$ cat src/rtl/csr_access_sched.sv
// CSR access scheduler: arbitrates core and debug requests onto a single-port
// CSR file. It checks legality, runs read / read-modify-write sequences and
// returns one response per request.
//
// Handshake rules (core, debug and response channels): a transfer happens in
// the cycle where valid and ready are both high at the rising edge. A
// requester holds valid and its payload stable until it is accepted. The
// response side holds rsp_valid_o and its payload stable until rsp_ready_i
// is high.
module csr_access_sched (
  input  logic        clk_i,
  input  logic        rst_ni,
  input  logic        core_valid_i,
  output logic        core_ready_o,
  input  logic [11:0] core_addr_i,
  input  logic [1:0]  core_op_i,
  input  logic [31:0] core_wdata_i,
  input  logic [1:0]  core_priv_i,
  input  logic        dbg_valid_i,
  output logic        dbg_ready_o,
  input  logic [11:0] dbg_addr_i,
  input  logic [1:0]  dbg_op_i,
  input  logic [31:0] dbg_wdata_i,
  input  logic        debug_mode_i,
  output logic [11:0] csr_addr_o,
  output logic        csr_re_o,
  output logic        csr_we_o,
  output logic [31:0] csr_wdata_o,
  input  logic [31:0] csr_rdata_i,
  input  logic        csr_err_i,
  output logic        rsp_valid_o,
  input  logic        rsp_ready_i,
  output logic        rsp_src_o,
  output logic [31:0] rsp_rdata_o,
  output logic        rsp_illegal_o,
  output logic [2:0]  state_o
);

  localparam logic [1:0] OP_READ  = 2'b00;
  localparam logic [1:0] OP_WRITE = 2'b01;
  localparam logic [1:0] OP_SET   = 2'b10;
  localparam logic [1:0] PRIV_M   = 2'b11;

  typedef enum logic [2:0] {
    S_IDLE = 3'd0,
    S_RD   = 3'd1,
    S_CAP  = 3'd2,
    S_WR   = 3'd3,
    S_RSP  = 3'd4
  } state_e;

  state_e      state_q;
  logic        last_dbg_q;   // 1 when the debug requester won the last grant
  logic [1:0]  op_q;
  logic [31:0] wdata_q;

  logic        grant_dbg;
  logic        grant_core;
  logic        accept;
  logic [11:0] sel_addr;
  logic [1:0]  sel_op;
  logic [31:0] sel_wdata;
  logic [1:0]  sel_priv;
  logic        illegal;
  logic [31:0] new_val;
  logic        skip_wr;

  assign state_o = state_q;

  // Round-robin grant, ready gating and legality of the granted request
  always_comb begin
    grant_dbg    = dbg_valid_i & (~core_valid_i | ~last_dbg_q);
    grant_core   = core_valid_i & ~grant_dbg;
    core_ready_o = rst_ni & (state_q == S_IDLE) & grant_core;
    dbg_ready_o  = rst_ni & (state_q == S_IDLE) & grant_dbg;
    accept       = (state_q == S_IDLE) & (grant_core | grant_dbg);
    sel_addr     = grant_dbg ? dbg_addr_i  : core_addr_i;
    sel_op       = grant_dbg ? dbg_op_i    : core_op_i;
    sel_wdata    = grant_dbg ? dbg_wdata_i : core_wdata_i;
    sel_priv     = grant_dbg ? PRIV_M      : core_priv_i;
    illegal      = 1'b0;
    if (sel_addr[9:8] > sel_priv) illegal = 1'b1;
    if ((sel_addr[11:10] == 2'b11) && (sel_op != OP_READ)) illegal = 1'b1;
    // 0x7B0..0x7B3 are debug-only CSRs; the core may reach them only in debug mode
    if (!grant_dbg && (sel_addr[11:2] == 10'h1EC) && !debug_mode_i) illegal = 1'b1;
  end

  // Read-modify-write value and write-skip decision from the captured old value
  always_comb begin
    case (op_q)
      OP_WRITE: new_val = wdata_q;
      OP_SET:   new_val = csr_rdata_i | wdata_q;
      OP_READ:  new_val = csr_rdata_i;
      default:  new_val = csr_rdata_i & ~wdata_q;
    endcase
    skip_wr = (op_q == OP_READ) | ((op_q != OP_WRITE) & (wdata_q == 32'd0));
  end

  // Transaction FSM with registered CSR-port and response outputs
  always_ff @(posedge clk_i) begin
    if (!rst_ni) begin
      state_q       <= S_IDLE;
      last_dbg_q    <= 1'b0;
      op_q          <= OP_READ;
      wdata_q       <= 32'd0;
      csr_addr_o    <= 12'd0;
      csr_re_o      <= 1'b0;
      csr_we_o      <= 1'b0;
      csr_wdata_o   <= 32'd0;
      rsp_valid_o   <= 1'b0;
      rsp_src_o     <= 1'b0;
      rsp_rdata_o   <= 32'd0;
      rsp_illegal_o <= 1'b0;
    end else begin
      case (state_q)
        S_IDLE: begin
          if (accept) begin
            last_dbg_q <= grant_dbg;
            rsp_src_o  <= grant_dbg;
            op_q       <= sel_op;
            wdata_q    <= sel_wdata;
            if (illegal) begin
              state_q       <= S_RSP;
              rsp_valid_o   <= 1'b1;
              rsp_illegal_o <= 1'b1;
              rsp_rdata_o   <= 32'd0;
            end else begin
              state_q    <= S_RD;
              csr_re_o   <= 1'b1;
              csr_addr_o <= sel_addr;
            end
          end
        end
        S_RD: begin
          csr_re_o <= 1'b0;
          state_q  <= S_CAP;
        end
        S_CAP: begin
          if (csr_err_i) begin
            state_q       <= S_RSP;
            rsp_valid_o   <= 1'b1;
            rsp_illegal_o <= 1'b1;
            rsp_rdata_o   <= 32'd0;
          end else if (skip_wr) begin
            state_q       <= S_RSP;
            rsp_valid_o   <= 1'b1;
            rsp_illegal_o <= 1'b0;
            rsp_rdata_o   <= csr_rdata_i;
          end else begin
            state_q       <= S_WR;
            csr_we_o      <= 1'b1;
            csr_wdata_o   <= new_val;
            rsp_illegal_o <= 1'b0;
            rsp_rdata_o   <= csr_rdata_i;
          end
        end
        S_WR: begin
          csr_we_o    <= 1'b0;
          rsp_valid_o <= 1'b1;
          state_q     <= S_RSP;
        end
        S_RSP: begin
          if (rsp_ready_i) begin
            rsp_valid_o <= 1'b0;
            state_q     <= S_IDLE;
          end
        end
        default: state_q <= S_IDLE;
      endcase
    end
  end

endmodule

$ cat config.mk
export PLATFORM = sky130hd
export DESIGN_NAME = csr_access_sched
export DESIGN_NICKNAME = d
export VERILOG_FILES = /design/src/rtl/csr_access_sched.sv
export SDC_FILE = /design/constraint.sdc
export NUM_CORES = 1
export LEC_CHECK = 0
export BUFFER_PORTS_ARGS = -buffer_cell sky130_fd_sc_hd__buf_2
export CORE_MARGIN = 1.5
export CORE_UTILIZATION = 49
export DETAILED_ROUTE_END_ITERATION = 10
export PLACE_DENSITY_LB_ADDON = 0.25
export RECOVER_POWER = 100
export SLEW_MARGIN = 20
export SYNTH_ARGS = -nofsm -noshare
export SYNTH_HDL_FRONTEND = slang
export SYNTH_SLANG_ARGS = --single-unit
$ cat constraint.sdc
create_clock -name clk_i -period 4.1 [get_ports clk_i]
set_input_delay 1.025 -clock clk_i [delete_from_list [all_inputs] [get_ports clk_i]]
set_output_delay 1.025 -clock clk_i [all_outputs]
set_load 0.01 [all_outputs]
==> results of run 1 <==
[metrics by stage]
| stage | setup WS, ns | power, uW | utilization, % | hold slack, ns | instance area (um2) |
|---|---|---|---|---|---|
| finish | 0.533 | 4310 | 63.8 | 0.462 | 7250 |
| global route | 0.318 | 4540 | 63.8 | 0.478 | 7250 |
| CTS | 0.593 | 4350 | 65.0 | 0.461 | 7390 |
| detailed placement | 0.451 | 2830 | 59.6 | 0.454 | 6780 |
| global placement | 0.572 | 2780 | 59.6 | 0.444 | 6780 |
| floorplan | 0.329 | 2480 | - | 0.480 | 5700 |
[report_power, final]
| group | internal, uW | switching, uW | total, uW |
|---|---|---|---|
| clock | 1010 | 504 | 1520 |
| combinational | 518 | 688 | 1210 |
| sequential | 1340 | 251 | 1590 |
| total | 2870 | 1440 | 4310 |
[sequential cells by signal, indices dropped and copies added (netlist names), 2 cells and up]
name and cells:
csr_addr_o 12, csr_wdata_o 32, op_q 2, rsp_rdata_o 32, state_o 3, wdata_q 32
[Yosys cell counts (2+ instances only)]
cell type  instances  area share, %
a211oi_1           8            1.1
a21boi_0          31            4.1
a21boi_1           2           0.26
a21oi_1           58            5.1
a22o_1            32            4.9
and2_1             2           0.22
buf_1              5           0.33
buf_2             14            1.2
buf_6              5           0.99
clkbuf_1          38            2.5
dfxtp_1          118             41
ha_1               2           0.44
mux2_2             8            1.6
mux2i_1           39            6.8
nand2_1           45            3.0
nand2b_1           3           0.33
nand3_1           39            3.4
nand4_1            9           0.99
nand4b_1           2           0.31
nor2_1            15           0.99
nor2b_1            3           0.33
nor3_1             4           0.35
nor4_1             8           0.88
nor4_4             2           0.75
o211a_1           38            6.7
o211ai_1           2           0.26
o21ai_0           45            4.0
o221a_2            2           0.39
or2_2              2           0.22
xnor2_1           24            3.7
[placed cells by master (no fill, tap or decap), types with 3 or more instances in the layout]
cell type and instances:
a21boi_0 32, a21oi_1 58, dfxtp_1 117, nor2b_1 3
mux2i_1 39, mux2_2 7, clkinv_2 3, o21ai_0 45
nor2_1 15, o211a_1 38, xnor2_1 24, bufinv_16 3
nand2_1 45, nand2b_1 3, clkbuf_8 4, clkbuf_1 90
clkbuf_16 17, nor3_1 3, nand4_1 9, nor4_1 9
a22o_1 32, a211oi_1 8, buf_2 131, buf_4 8
nand3_1 39
[how the worst max path moves through the flow]
stage | from | to | slack (ns) | cells past startpoint
after CTS | core_valid_i | core_ready_o | 0.59 | 5
final | core_valid_i | csr_addr_o[10] | 0.53 | 9
after global placement | core_valid_i | rsp_rdata_o[3] | 0.57 | 9
after global routing | op_q[1] | state_o[1] | 0.32 | 5
after detailed placement | core_valid_i | rsp_rdata_o[0] | 0.45 | 9
after floorplan | dbg_valid_i | rsp_rdata_o[10] | 0.33 | 11
[critical path, delay by kind of cell]
family / cells / cell delay (ns)
buf+inv: 1 / 0.13
simple gates: 3 / 1.33
mux: 1 / 0.39
compound gates: 3 / 0.60
fa+ha+maj: 1 / 0.33
[layout make-up]
type                       count  area (um2)
fill                         997        4120
clock inverter                 8         121
tap                          143         179
timing repair buffer         227        1050
sequential                   118        2360
inverter                       1        3.75
clock buffer                  23         488
multi-input combinational    440        3050
[cells by family (layout without fill, tap and decap cells)]
family | count (synthesis) | in the layout | share of synthesized area (%)
mux | 47 | 47 | 8.43
fa+ha+maj | 2 | 2 | 0.439
buf+inv | 63 | 259 | 5.11
compound gates | 222 | 222 | 27.5
xor+xnor | 24 | 24 | 3.69
simple gates | 145 | 145 | 13.4
flops | 118 | 118 | 41.4
[metal layers]
| metal | part of all wire (%) | track usage (%) |
|---|---|---|
| met1 | 42 | 32.7 |
| met2 | 51 | 46.5 |
| met3 | 5.4 | 6.07 |
| met4 | 1.5 | 9.15 |
| met5 | 0 | 0 |
==> impl_metrics.yaml, run 1 <==
worst_setup_path:
  worst_path_max_delay_cell: "nor2_1"
  required_ns: 4.35
  r2r-start: "op_q[1]"
  critPathLaunchType: "input port"
  cpPeakStageDelay_ns: 0.61
  path_class: "input port to flip-flop"
  critPathArrivalTime_ns: 3.82
  reg2reg_slack_ns: 0.59
  worst-path-max-fanout: 13
  cp-end-kind: "flip-flop"
  worstPathCellList: "clkbuf_1, a21boi_4, mux2_1, ha_1, nor2b_1, a2bb2oi_1, or4_1, nor2_1, o21ai_0"
  ff2ff_path_depth: 5
  r2r_end: "csr_wdata_o[19]"
synth:
  seq_area_frac_synth_pct: 41.4
  ys_warn_count: 0
  async_reset_ff_share_pct: 0
  synthesis.nets: 756
  yosysUniqueCellTypes: 46
  netlist_area_um2: 5700
  ys.flop_type: "dfxtp_1"
  ys_ff_latch: 118
  synth_edf_count: 0
  syn_avg_cell_area_um2: 9.18
  synth_cells: 621
clock_network:
  cts_buffers: 17
  postCtsSetupBuffers: 0
  cts-htree-levels: 4
  clock_latency_ns: 0.41
  cts_tree: "built"
  hold_buffers: 0
  numClockSinks: 118
  clock_path_buffers: 2
  clkTransAtPathRegs_ns: 0.05
  cts-root-buf: "clkbuf_16"
  post_cts_resized: 0
place:
  place_inst: 929
  gp_congestion: 0.877
  io_buffers: 218
  place_hpwl_mm: 11.6
sta:
  fmax_mhz: 280
  hold_viol: 0
  finalSetupViolCount: 0
  slew_viol_final: 0
  relSlewSlack_pct: 32.5
  rsz0062_at_grt: "false"
  period_needed_ns: 3.57
  setup_tns_ns: 0
  worst_pin_slew_ns: 1.01
  fin_worst_skew_ns: 0.00949
  period_share_pct: 87.0
finish:
  diodes: 0
  area_growth_pct: 27.1
  finalNonFillerCells: 960
  layout-drive-gt1-share_pct: 22.9
  final_nets: 940
die:
  dieWidth_um: 111
  start_util_pct: 50.1
  die_y_um: 111
  ios: 219
  core_um2: 11400
  rows: 39
  die-area_um2: 12300
drt:
  routed_wl_mm: 16.6
  wl_per_cell_um: 17.3
  vias: 5531
  drt_iter0_markers: 303
  vias_per_cell: 5.76
  first_pass_iters: 5
  ant_nets: 0
  drc: 0
global_routing:
  grt_max_degree: 75
  antenna_found_initial: 0
  grtUsageTotal_pct: 26.8
  overflow: 0
  grt_pass1_wl_mm: 26.6
  grt_pass1_vias: 5314
worst_hold_path:
  hold_start: "csr_addr_o[9]"
  holdPathEnd: "csr_addr_o[9]"
  hold_depth: 2
  min_path_type: "flip-flop to flip-flop"
power:
  p_leak_uw: 0.00319
  p_per_area_nw_per_um2: 595
  ir_drop_v: 0.000281
flow_run:
  drv_cap: 0
outcome:
  status: "complete, no violations"
(Power assumes the default switching activity.)
==> run 2, diff against run 1 <==
--- a/config.mk
+++ b/config.mk
@@ -5,7 +5,7 @@
 export SDC_FILE = /design/constraint.sdc
 export NUM_CORES = 1
 export LEC_CHECK = 0
-export BUFFER_PORTS_ARGS = -buffer_cell sky130_fd_sc_hd__buf_2
+export BUFFER_PORTS_ARGS = -buffer_cell sky130_fd_sc_hd__buf_4
 export CORE_MARGIN = 1.5
 export CORE_UTILIZATION = 49
 export DETAILED_ROUTE_END_ITERATION = 10
==> impl_metrics.yaml, run 2 (same netlist as run 1, synthesis figures left out) <==
drt:
  drc: 0
  wl_per_cell_um: 17.8
  first_pass_iters: 5
  vias_per_cell: 5.86
  routed_wl_mm: 17.1
  ant_nets: 0
  vias: 5628
  drt_iter0_markers: 301
global_routing:
  antenna_found_initial: 0
  grt_pass1_vias: 5475
  grtUsageTotal_pct: 27.7
  grt_pass1_wl_mm: 27.5
  grt_max_degree: 69
  overflow: 0
finish:
  area_growth_pct: 34.1
  layout-drive-gt1-share_pct: 23.3
  fillCellCount: 957
  mostFrequentLayoutCell: "buf_4"
  final_cell_mix: "buf_4, dfxtp_1, clkbuf_1"
  reg.largest.list: "csr_wdata_o x32, rsp_rdata_o x32, wdata_q x32"
  final_nets: 939
  finalNonFillerCells: 960
  diodes: 0
worst_setup_path:
  cp_num_cells: 9
  required_ns: 4.35
  critPathArrivalTime_ns: 3.81
  r2r-start: "op_q[1]"
  path_buf_inv: 1
  cpPeakStageDelay_ns: 0.65
  reg2reg_slack_ns: 0.55
  worst_path_max_delay_cell: "nor2_1"
  worst-path-max-fanout: 13
  path_class: "input port to flip-flop"
  critPathLaunchType: "input port"
  path_delay_family: "simple AND/OR/NAND/NOR gates"
  worstPathCellList: "clkbuf_1, a21boi_4, mux2_1, ha_1, nor2b_1, a2bb2oi_1, or4_4, nor2_1, o21ai_0"
  cp-end-kind: "flip-flop"
  ff2ff_path_depth: 5
  r2r_end: "csr_wdata_o[12]"
clock_network:
  clock_latency_ns: 0.41
  numClockSinks: 118
  postCtsSetupBuffers: 0
  clock_path_buffers: 2
  cts_buffers: 17
  cts-htree-levels: 4
  post_cts_resized: 0
  hold_buffers: 0
  cts_tree: "built"
  cts-root-buf: "clkbuf_16"
  clkTransAtPathRegs_ns: 0.06
power:
  seqPwrFrac_pct: 35.2
  p_per_area_nw_per_um2: 587
  clockPowerShare_pct: 36.5
  p_sw_uw: 1470
  p_leak_uw: 0.00332
  sw_frac_of_total_pct: 32.8
  p_int_uw: 3020
  ir_drop_v: 0.000296
  combPwrFrac_pct: 28.3
sta:
  worst_pin_slew_ns: 1.04
  fin_worst_skew_ns: 0.00813
  timing.hold.ws_ns: 0.464
  slew_viol_final: 0
  hold_viol: 0
  setup_tns_ns: 0
  rsz0062_at_grt: "false"
  period_share_pct: 86.9
  period_needed_ns: 3.56
  finalSetupViolCount: 0
  fmax_mhz: 281
  relSlewSlack_pct: 30.4
place:
  place_inst: 928
  place_hpwl_mm: 12.0
  io_buffers: 218
  gp_congestion: 0.887
worst_hold_path:
  min_path_type: "flip-flop to flip-flop"
  holdPathEnd: "rsp_illegal_o"
  hold_depth: 1
  hold_start: "rsp_illegal_o"
die:
  ios: 219
  core_um2: 11400
  die_y_um: 111
  die-area_um2: 12300
  dieWidth_um: 111
  start_util_pct: 50.1
  rows: 39
flow_run:
  drv_cap: 0
outcome:
  status: "complete, no violations"
-- run 2: power groups by stage --
stage / registers, uW / clock network [uW] / logic, uW
final: 1580 / 1640 / 1270
after global routing: 1610 / 1700 / 1400
after CTS: 1580 / 1660 / 1330
after detailed placement: 1600 / 0 / 1320
after global placement: 1590 / 0 / 1270
after floorplan: 1520 / 0 / 952
-- run 2: worst max-delay path by stage --
stage                 endpoint  slack, ns    startpoint
2_1_floorplan  rsp_rdata_o[10]       0.33   dbg_valid_i
3_3_place_gp    rsp_rdata_o[2]       0.60  core_valid_i
3_5_place_dp    rsp_rdata_o[5]       0.49  core_valid_i
4_1_cts           core_ready_o       0.60  core_valid_i
5_1_grt        csr_wdata_o[15]       0.29       op_q[1]
6_report        csr_addr_o[11]       0.54  core_valid_i
-- run 2: metrics by stage --
stage	setup slack (ns)	area [um2]	utilization, %	total power [uW]
global route	0.290	7650	67.3	4710
finish	0.539	7650	67.3	4490
global placement	0.599	7330	64.4	2860
CTS	0.602	7980	70.2	4570
floorplan	0.329	5700	-	2480
detailed placement	0.486	7330	64.4	2920
-- run 2: layout make-up --
class | instances | area (um2) | share of cell area (%)
Timing Repair Buffer | 226 | 1380 | 18.0
Sequential cell | 118 | 2360 | 30.9
Clock buffer | 20 | 457 | 5.97
Clock inverter | 12 | 200 | 2.62
Inverter | 1 | 3.75 | 0.0491
Multi-Input combinational cell | 440 | 3070 | 40.1
Tap cell | 143 | 179 | 2.34
-- run 2: metal layers --
| metal | wire length [um] | GRT usage [%] |
|---|---|---|
| met4 | 395 | 12.0 |
| met2 | 8770 | 48.0 |
| met5 | 0 | 0 |
| met3 | 1040 | 6.34 |
| met1 | 6880 | 32.7 |
